<file path="src/rtl/user_au_stream_router_if.sv">
// Stream interface for user_au_stream_router: source-side sample port and
// sink-side tagged FIFO port.
// Handshake: a transfer happens on a rising clock edge where valid and ready
// are both high; valid must not depend on ready, and data/tag are held
// stable while valid is high and ready is low.
interface user_au_stream_router_if #(
    parameter int DataWidth = 32,
    parameter int TagW      = 1
);
    logic [DataWidth-1:0] in_data_i;
    logic                 in_valid_i;
    logic                 in_ready_o;
    logic [DataWidth-1:0] out_data_o;
    logic [TagW-1:0]      out_chan_o;
    logic                 out_valid_o;
    logic                 out_ready_i;

    // Router side
    modport slave (
        input  in_data_i, in_valid_i, out_ready_i,
        output in_ready_o, out_data_o, out_chan_o, out_valid_o
    );

    // Source/sink side
    modport master (
        output in_data_i, in_valid_i, out_ready_i,
        input  in_ready_o, out_data_o, out_chan_o, out_valid_o
    );
endinterface

</file>
<file path="src/rtl/user_au_stream_router.sv">
// user_au_stream_router: routes a tagged audio sample stream through
// NumStages external stages in index order, skipping stages set in a runtime
// bypass mask. Mask changes wait until no sample is in flight. Results land in
// a registered output FIFO with their interleaved channel tag.
// Optional feature macro: AU_ROUTER_PEAK_EN adds per-channel peak |sample|
// registers (peak_o) with a clear input (peak_clr_i).
module user_au_stream_router #(
    parameter int DataWidth   = 32,
    parameter int NumStages   = 4,
    parameter int NumChannels = 2,
    parameter int FifoDepth   = 4,
    parameter int MaxInFlight = 8,
    localparam int TagW = (NumChannels > 1) ? $clog2(NumChannels) : 1,
    localparam int IfW  = $clog2(MaxInFlight + 1)
) (
    input  logic                           clk_i,
    input  logic                           rst_i,
    user_au_stream_router_if.slave         au,
    output logic [NumStages*DataWidth-1:0] stg_data_o,
    output logic [NumStages-1:0]           stg_valid_o,
    input  logic [NumStages-1:0]           stg_ready_i,
    input  logic [NumStages*DataWidth-1:0] stg_data_i,
    input  logic [NumStages-1:0]           stg_valid_i,
    output logic [NumStages-1:0]           stg_ready_o,
    input  logic [NumStages-1:0]           cfg_bypass_i,
    input  logic                           cfg_update_i,
    output logic                           busy_o,
    output logic [IfW-1:0]                 inflight_o
`ifdef AU_ROUTER_PEAK_EN
    ,
    input  logic                             peak_clr_i,
    output logic [NumChannels*DataWidth-1:0] peak_o
`endif
);
    localparam int TPtrW = (MaxInFlight > 1) ? $clog2(MaxInFlight) : 1;
    localparam int OPtrW = (FifoDepth > 1) ? $clog2(FifoDepth) : 1;
    localparam int OCntW = $clog2(FifoDepth + 1);

    typedef enum logic [1:0] {ST_RUN, ST_DRAIN, ST_APPLY} state_t;

    state_t               state_q;
    logic [NumStages-1:0] mask_q;
    logic [NumStages-1:0] pend_q;
    logic [TagW-1:0]      chan_q;
    logic [IfW-1:0]       inflight_q;
    logic [TagW-1:0]      tag_mem_q [MaxInFlight];
    logic [TPtrW-1:0]     tag_wr_q;
    logic [TPtrW-1:0]     tag_rd_q;
    logic [DataWidth-1:0] odata_q [FifoDepth];
    logic [TagW-1:0]      otag_q [FifoDepth];
    logic [OPtrW-1:0]     owr_q;
    logic [OPtrW-1:0]     ord_q;
    logic [OCntW-1:0]     ocnt_q;

    logic                 accept_ok;
    logic                 head_r;
    logic [DataWidth-1:0] end_d;
    logic                 end_v;
    logic                 fifo_wr_ok;
    logic                 accept;
    logic                 retire;
    logic                 pop;
    logic [TagW-1:0]      ret_tag;

    function automatic logic [TPtrW-1:0] tinc(input logic [TPtrW-1:0] p);
        return (p == TPtrW'(MaxInFlight - 1)) ? '0 : p + 1'b1;
    endfunction

    function automatic logic [OPtrW-1:0] oinc(input logic [OPtrW-1:0] p);
        return (p == OPtrW'(FifoDepth - 1)) ? '0 : p + 1'b1;
    endfunction

    assign accept_ok      = (state_q == ST_RUN) && (inflight_q < IfW'(MaxInFlight));
    assign au.in_ready_o  = accept_ok && head_r;
    assign accept         = au.in_valid_i && au.in_ready_o;
    assign pop            = au.out_valid_o && au.out_ready_i;
    // A pop frees a slot in the same cycle, so a full FIFO can still take a write.
    assign fifo_wr_ok     = (ocnt_q != OCntW'(FifoDepth)) || pop;
    assign retire         = end_v && fifo_wr_ok;
    // With nothing in flight the retiring sample is the one being accepted now.
    assign ret_tag        = (inflight_q == '0) ? chan_q : tag_mem_q[tag_rd_q];
    assign au.out_valid_o = (ocnt_q != '0);
    assign au.out_data_o  = odata_q[ord_q];
    assign au.out_chan_o  = otag_q[ord_q];
    assign busy_o         = (state_q != ST_RUN);
    assign inflight_o     = inflight_q;

    // Forward path: source valid/data ripple through the unbypassed stages to the FIFO.
    always_comb begin
        logic [DataWidth-1:0] cur_d;
        logic                 cur_v;
        cur_d       = au.in_data_i;
        cur_v       = au.in_valid_i && accept_ok;
        stg_data_o  = '0;
        stg_valid_o = '0;
        for (int k = 0; k < NumStages; k++) begin
            if (!mask_q[k]) begin
                stg_data_o[k*DataWidth +: DataWidth] = cur_d;
                stg_valid_o[k]                       = cur_v;
                cur_d = stg_data_i[k*DataWidth +: DataWidth];
                cur_v = stg_valid_i[k];
            end
        end
        end_d = cur_d;
        end_v = cur_v;
    end

    // Backward path: FIFO space ripples back through the unbypassed stages to the source.
    always_comb begin
        logic cur_r;
        cur_r       = fifo_wr_ok;
        stg_ready_o = '0;
        for (int k = NumStages - 1; k >= 0; k--) begin
            if (!mask_q[k]) begin
                stg_ready_o[k] = cur_r;
                cur_r          = stg_ready_i[k];
            end
        end
        head_r = cur_r;
    end

    // Reconfiguration FSM: latch request, wait for in-flight to empty, then swap mask.
    always_ff @(posedge clk_i) begin
        if (rst_i) begin
            state_q <= ST_RUN;
            mask_q  <= '0;
            pend_q  <= '0;
        end else begin
            if (cfg_update_i) pend_q <= cfg_bypass_i;
            case (state_q)
                ST_RUN:   if (cfg_update_i) state_q <= ST_DRAIN;
                ST_DRAIN: if (inflight_q == '0) state_q <= ST_APPLY;
                ST_APPLY: begin
                    // A request landing in this very cycle is the newest one, so it wins.
                    mask_q  <= cfg_update_i ? cfg_bypass_i : pend_q;
                    state_q <= ST_RUN;
                end
                default:  state_q <= ST_RUN;
            endcase
        end
    end

    // Channel counter, in-flight count and tag FIFO (one tag per accepted sample).
    always_ff @(posedge clk_i) begin
        if (rst_i) begin
            chan_q     <= '0;
            inflight_q <= '0;
            tag_wr_q   <= '0;
            tag_rd_q   <= '0;
            for (int i = 0; i < MaxInFlight; i++) tag_mem_q[i] <= '0;
        end else begin
            if (accept) begin
                tag_mem_q[tag_wr_q] <= chan_q;
                tag_wr_q            <= tinc(tag_wr_q);
                chan_q <= (chan_q == TagW'(NumChannels - 1)) ? '0 : chan_q + 1'b1;
            end
            if (retire) tag_rd_q <= tinc(tag_rd_q);
            case ({accept, retire})
                2'b10:   inflight_q <= inflight_q + 1'b1;
                2'b01:   inflight_q <= inflight_q - 1'b1;
                default: inflight_q <= inflight_q;
            endcase
        end
    end

    // Output FIFO holding {tag, data}; head is read straight from registers.
    always_ff @(posedge clk_i) begin
        if (rst_i) begin
            owr_q  <= '0;
            ord_q  <= '0;
            ocnt_q <= '0;
            for (int i = 0; i < FifoDepth; i++) begin
                odata_q[i] <= '0;
                otag_q[i]  <= '0;
            end
        end else begin
            if (retire) begin
                odata_q[owr_q] <= end_d;
                otag_q[owr_q]  <= ret_tag;
                owr_q          <= oinc(owr_q);
            end
            if (pop) ord_q <= oinc(ord_q);
            case ({retire, pop})
                2'b10:   ocnt_q <= ocnt_q + 1'b1;
                2'b01:   ocnt_q <= ocnt_q - 1'b1;
                default: ocnt_q <= ocnt_q;
            endcase
        end
    end

`ifdef AU_ROUTER_PEAK_EN
    logic [DataWidth-1:0] peak_q [NumChannels];
    logic [DataWidth-1:0] wr_abs;

    // |sample| of the FIFO write; the most negative value saturates to max positive.
    always_comb begin
        if (end_d == {1'b1, {(DataWidth-1){1'b0}}}) wr_abs = {1'b0, {(DataWidth-1){1'b1}}};
        else if (end_d[DataWidth-1])                wr_abs = ~end_d + 1'b1;
        else                                        wr_abs = end_d;
    end

    // Per-channel running peak; a write in the clear cycle seeds that channel.
    always_ff @(posedge clk_i) begin
        if (rst_i) begin
            for (int c = 0; c < NumChannels; c++) peak_q[c] <= '0;
        end else begin
            for (int c = 0; c < NumChannels; c++) begin
                if (peak_clr_i) begin
                    peak_q[c] <= (retire && ret_tag == TagW'(c)) ? wr_abs : '0;
                end else if (retire && ret_tag == TagW'(c) && wr_abs > peak_q[c]) begin
                    peak_q[c] <= wr_abs;
                end
            end
        end
    end

    // Flatten the peak registers onto the output bus, channel 0 in the low slice.
    always_comb begin
        peak_o = '0;
        for (int c = 0; c < NumChannels; c++) peak_o[c*DataWidth +: DataWidth] = peak_q[c];
    end
`endif
endmodule

</file>
<file path="src/flat_wrapper.sv">
// flat-port wrapper written by rule: the top's interface ports become plain ports
module user_au_stream_router_flat 
#(
    parameter int DataWidth   = 32,
    parameter int NumStages   = 4,
    parameter int NumChannels = 2,
    parameter int FifoDepth   = 4,
    parameter int MaxInFlight = 8,
    localparam int TagW = (NumChannels > 1) ? $clog2(NumChannels) : 1,
    localparam int IfW  = $clog2(MaxInFlight + 1)
)
  (clk_i, rst_i, stg_data_o, stg_valid_o, stg_ready_i, stg_data_i, stg_valid_i, stg_ready_o, cfg_bypass_i, cfg_update_i, busy_o, inflight_o, au_in_data_i, au_in_valid_i, au_out_ready_i, au_in_ready_o, au_out_data_o, au_out_chan_o, au_out_valid_o);
  user_au_stream_router_if #(.DataWidth(DataWidth), .TagW((1))) au_i ();
  input  logic clk_i;
  input  logic rst_i;
  output logic [NumStages*DataWidth-1:0] stg_data_o;
  output logic [NumStages-1:0] stg_valid_o;
  input  logic [NumStages-1:0] stg_ready_i;
  input  logic [NumStages*DataWidth-1:0] stg_data_i;
  input  logic [NumStages-1:0] stg_valid_i;
  output logic [NumStages-1:0] stg_ready_o;
  input  logic [NumStages-1:0] cfg_bypass_i;
  input  logic cfg_update_i;
  output logic busy_o;
  output logic [IfW-1:0] inflight_o;
  input wire logic [$bits(au_i.in_data_i)-1:0] au_in_data_i;
  input wire logic [$bits(au_i.in_valid_i)-1:0] au_in_valid_i;
  input wire logic [$bits(au_i.out_ready_i)-1:0] au_out_ready_i;
  output wire logic [$bits(au_i.in_ready_o)-1:0] au_in_ready_o;
  output wire logic [$bits(au_i.out_data_o)-1:0] au_out_data_o;
  output wire logic [$bits(au_i.out_chan_o)-1:0] au_out_chan_o;
  output wire logic [$bits(au_i.out_valid_o)-1:0] au_out_valid_o;
  assign au_i.in_data_i = au_in_data_i;
  assign au_i.in_valid_i = au_in_valid_i;
  assign au_i.out_ready_i = au_out_ready_i;
  assign au_in_ready_o = au_i.in_ready_o;
  assign au_out_data_o = au_i.out_data_o;
  assign au_out_chan_o = au_i.out_chan_o;
  assign au_out_valid_o = au_i.out_valid_o;
  user_au_stream_router #(.DataWidth(DataWidth), .NumStages(NumStages), .NumChannels(NumChannels), .FifoDepth(FifoDepth), .MaxInFlight(MaxInFlight)) u_core (.clk_i(clk_i), .rst_i(rst_i), .au(au_i), .stg_data_o(stg_data_o), .stg_valid_o(stg_valid_o), .stg_ready_i(stg_ready_i), .stg_data_i(stg_data_i), .stg_valid_i(stg_valid_i), .stg_ready_o(stg_ready_o), .cfg_bypass_i(cfg_bypass_i), .cfg_update_i(cfg_update_i), .busy_o(busy_o), .inflight_o(inflight_o));
endmodule
</file>
<file path="config.mk">
export PLATFORM = sky130hd
export DESIGN_NAME = user_au_stream_router_flat
export DESIGN_NICKNAME = d
export VERILOG_FILES = /design/src/rtl/user_au_stream_router_if.sv /design/src/rtl/user_au_stream_router.sv /design/src/flat_wrapper.sv
export SDC_FILE = /design/constraint.sdc
export NUM_CORES = 1
export LEC_CHECK = 0
export BUFFER_PORTS_ARGS = -buffer_cell sky130_fd_sc_hd__buf_2
export CAP_MARGIN = 15
export CORE_ASPECT_RATIO = 0.7
export CORE_MARGIN = 2
export CORE_UTILIZATION = 51
export DETAILED_ROUTE_END_ITERATION = 10
export GPL_TIMING_DRIVEN = 0
export PLACE_DENSITY = 0.82
export SYNTH_ARGS = -nofsm -noshare
export SYNTH_HDL_FRONTEND = slang
export SYNTH_SLANG_ARGS = --single-unit
</file>
<file path="constraint.sdc">
create_clock -name clk_i -period 5.9 [get_ports clk_i]
set_clock_uncertainty 0.1 [all_clocks]
set_input_delay 0.59 -clock clk_i [delete_from_list [all_inputs] [get_ports clk_i]]
set_output_delay 0.59 -clock clk_i [all_outputs]
set_load 0.02 [all_outputs]
</file>
==> results.txt <==
Switching power total = 2.145 mW
EDFF count, synth = 140
Reg-to-Reg Start = u_core.mask_q[2]
CP Class = reg -> out
Vias = 10010
Clock Power Share = 22.7%
Worst Reg-to-Reg Cells = 11
Core Region = 19020 sq um
CTS H-tree lvls = 4
Mapped Cells = 973
Crit-path most repeated cell = clkbuf_1
Die span in x = 171.0 um
IO buf count = 351
TritonRoute pass-1 iters = 6
Fmax = 266.7 MHz
Final Max Tran Viols = 0
CP cell instances = clkbuf_1 > inv_1 > clkbuf_1 > clkbuf_1 > a211oi_1 > a21oi_1 > nor2_1 > buf_2
Min-delay src = cfg_bypass_i[1]
R2R Path End = u_core.inflight_o[3]
Yosys reg bits = 173
Filler Cell Count = 1523
Synthesis-to-finish area growth = 28.77%
Post-route cell area = 12820 sq um
Logic pwr share = 44.5%
Slew HR = 42.08%
RSZ-0062 raised after global routing = false
Dpl cell area = 12190 sq um
Final hold vios = 0
WHS Path Cells = 3
# DRC = 0
Final std cells w/o fill = 1632
Pwr dens = 390.3 nW/um^2
Layout cells sized above 1 = 34.12%
Period utilization = 63.56%
Leak pwr = 5.229 nW
Die Height = 120.9 um
Switching share of power = 42.87%
Worst EP arrival = 3060 ps
Worst reg2reg setup slack = 2370 ps
CTS resizes = 0
Synth Net Count = 1162
CP peak stage delay = 700 ps
Dpl hpwl = 31990 um
First-pass GRT wire length = 57960 um
Max-Cap Viols = 0
CTS tree = yes
Hold Path End = u_core.pend_q[1]
Synth unique cells = 44
Post-layout util = 67.38%
GP Congestion = 1.095
Multi-input logic area = 4542 sq um
DR WL/cell = 24.60 um
Synth area leader = edfxtp_1
Dominant synthesized flop cell = edfxtp_1
Min Tclk post-route = 3750 ps
Post-route ant nets = 0
Reg power frac = 32.8%
Mean Syn Cell Area = 10.23 sq um
Synth top area share = 42.23%
Mapped cell area = 9955 sq um
Worst-margin pin slew = 860.9 ps
Row cnt = 42
Seq/Total Area, Yosys = 48.87%
Clock transition at the registers of the reported paths = 70 ps
Setup crit end kind = output pin
Crit path from = u_core.mask_q[2]
Clock sink total = 173
Outcome = complete, no violations
Startpoint types = flip-flop
Cts hold-fix bufs = 0
Largest net degree at the start of global routing = 25
Final WL = 40140 um
Cell internal pwr = 2.858 mW
Deepest clock path buffer count = 2
Crit-path max FO = 10
Endpoints failing setup = 0
# IOs = 353
Worst-skew pair later-pin latency = 440 ps
Via density = 6.132
Min-delay worst type = in -> reg
Initial antenna violation count = 7
Critical Path RT = 5210 ps
VDD IR max = 0.2800 mV
All-Layer GR Usage = 38.78%
Critical path's slowest cell = a211oi_1
CTS root buffer = clkbuf_16
Cts bufs inserted = 17
Nets = 1536
Iter 0 DRT Violations = 1434
YS warnings = 0
Post-CTS Repair Setup Buffers = 0
Initial Util = 52.33%
Vias in the first global route = 9462
Die footprint = 20670 sq um
Synth async-reset ratio = 0%
FF+latch area = 4865 sq um
Grt total ovfl = 0
Placed insts = 1592
Synth top area cells = edfxtp_1 42%, mux4_2 7.9%, dfxtp_1 6.6%
worst max-delay path, delay by kind of cell, from the launching register on:
family / cells / cell delay [ps]
buffers and inverters: 5 / 1280
AO/OA/AOI/OAI: 2 / 790
flip-flops: 1 / 420
AND/OR/NAND/NOR: 1 / 130
cell families after synthesis:
family,after synthesis,share of synthesized area (%)
AOI/OAI and AO/OA,199,12.86
xor gates and xnor gates,4,0.3519
adders and majority gates,12,1.659
buffers and inverters,142,5.958
DFF,173,48.87
muxes,85,13.02
and+or+nand+nor,358,17.28
cell type report:
class	count	area share, %
buffer	95	3.231
sequential	173	37.95
clock inverter	15	1.435
tap	264	2.577
inverter	47	1.396
timing repair buffer	355	14.50
clock buffer	17	3.319
multi-input combinational	658	35.43
antenna	8	0.1562
cells in the mapped netlist, types with 3 or more instances:
cell and n:
o22ai_1 33, mux4_2 35, clkbuf_1 66, nor3_2 10, edfxtp_1 140, nand3b_1 3
nand2b_1 4, o21ai_0 41, dfxtp_1 33, buf_1 13, nor2b_1 39, xor2_1 4
and3_1 3, buf_6 6, mux2i_1 44, nand3_1 3, buf_2 10, a21oi_1 42
ha_1 10, a211oi_1 70, nand2_1 22, or3_1 3, mux2_2 4, o41ai_1 4
nor3_1 101, inv_1 46, nor2_1 162
routing by layer:
layer  up-vias  GRT usage (%)  share of wire [%]
li1       4357              -                  -
met3        82          11.68                 12
met1      4894          52.74                 38
met4         2          11.23                2.5
met5         -              0              0.032
met2       673          60.41                 47
cells in the final DEF (no fill, tap or decap), types with 4 or more instances in the layout:
| master | Yosys | final |
|---|---|---|
| ha_1 | 10 | 10 |
| o41ai_1 | 4 | 4 |
| buf_6 | 6 | 6 |
| nor3_1 | 101 | 101 |
| inv_1 | 46 | 46 |
| nand2_1 | 22 | 22 |
| nor2_1 | 162 | 162 |
| dfxtp_1 | 33 | 33 |
| buf_2 | 10 | 361 |
| xor2_1 | 4 | 4 |
| buf_1 | 13 | 13 |
| nor2b_1 | 39 | 39 |
| nor3_2 | 10 | 10 |
| a211oi_1 | 70 | 70 |
| a21oi_1 | 42 | 42 |
| inv_6 | 0 | 4 |
| mux2_2 | 4 | 4 |
| clkbuf_1 | 66 | 66 |
| mux4_2 | 35 | 35 |
| clkbuf_16 | 0 | 17 |
| nand2b_1 | 4 | 4 |
| mux2i_1 | 44 | 44 |
| o21ai_0 | 41 | 37 |
| clkinv_8 | 0 | 5 |
| edfxtp_1 | 140 | 140 |
| diode_2 | 0 | 8 |
| o22ai_1 | 33 | 33 |
| o21ai_4 | 0 | 4 |
flip-flops by register name, indices dropped and copies added, names as in the netlist, named ones only:
name,flops
u_core.pend_q,4
u_core.inflight_o,4
u_core.chan_q,1
u_core.tag_mem_q,8
u_core.tag_wr_q,3
u_core.ocnt_q,3
u_core.odata_q,128
u_core.ord_q,2
u_core.otag_q,4
u_core.owr_q,2
u_core.tag_rd_q,3
u_core.mask_q,4
u_core.state_q,2
worst max-delay path by stage:
stage	end	slack, ps	depth (start not counted)
2_1_floorplan	u_core.odata_q[0][0]	1240	4
3_3_place_gp	u_core.odata_q[3][7]	-560	5
3_5_place_dp	u_core.inflight_o[3]	2130	11
4_1_cts	stg_data_o[38]	2260	6
5_1_grt	u_core.inflight_o[3]	2050	11
6_report	stg_data_o[120]	2150	8
metrics by stage:
| step | hold WS (ps) | power (mW) | setup TNS, ps | worst slack [ps] |
|---|---|---|---|---|
| finish | 334.9 | 5.003 | 0 | 2150 |
| global route | 356.6 | 5.190 | 0 | 2054 |
| CTS | 322.1 | 4.976 | 0 | 2260 |
| detailed placement | 388.4 | 3.844 | 0 | 2128 |
| global placement | 370.4 | 3.788 | -56400 | -562.2 |
| floorplan | 353.3 | 3.035 | 0 | 1243 |
power by group through the flow:
stage | Clock (mW) | Combinational (mW) | Sequential, mW
6_report | 1.14 | 2.22 | 1.64
5_1_grt | 1.18 | 2.35 | 1.66
4_1_cts | 1.14 | 2.19 | 1.64
3_5_place_dp | 0 | 2.18 | 1.66
3_3_place_gp | 0 | 2.12 | 1.67
2_1_floorplan | 0 | 1.38 | 1.65
Note: power is estimated with default switching activity, not from simulation.
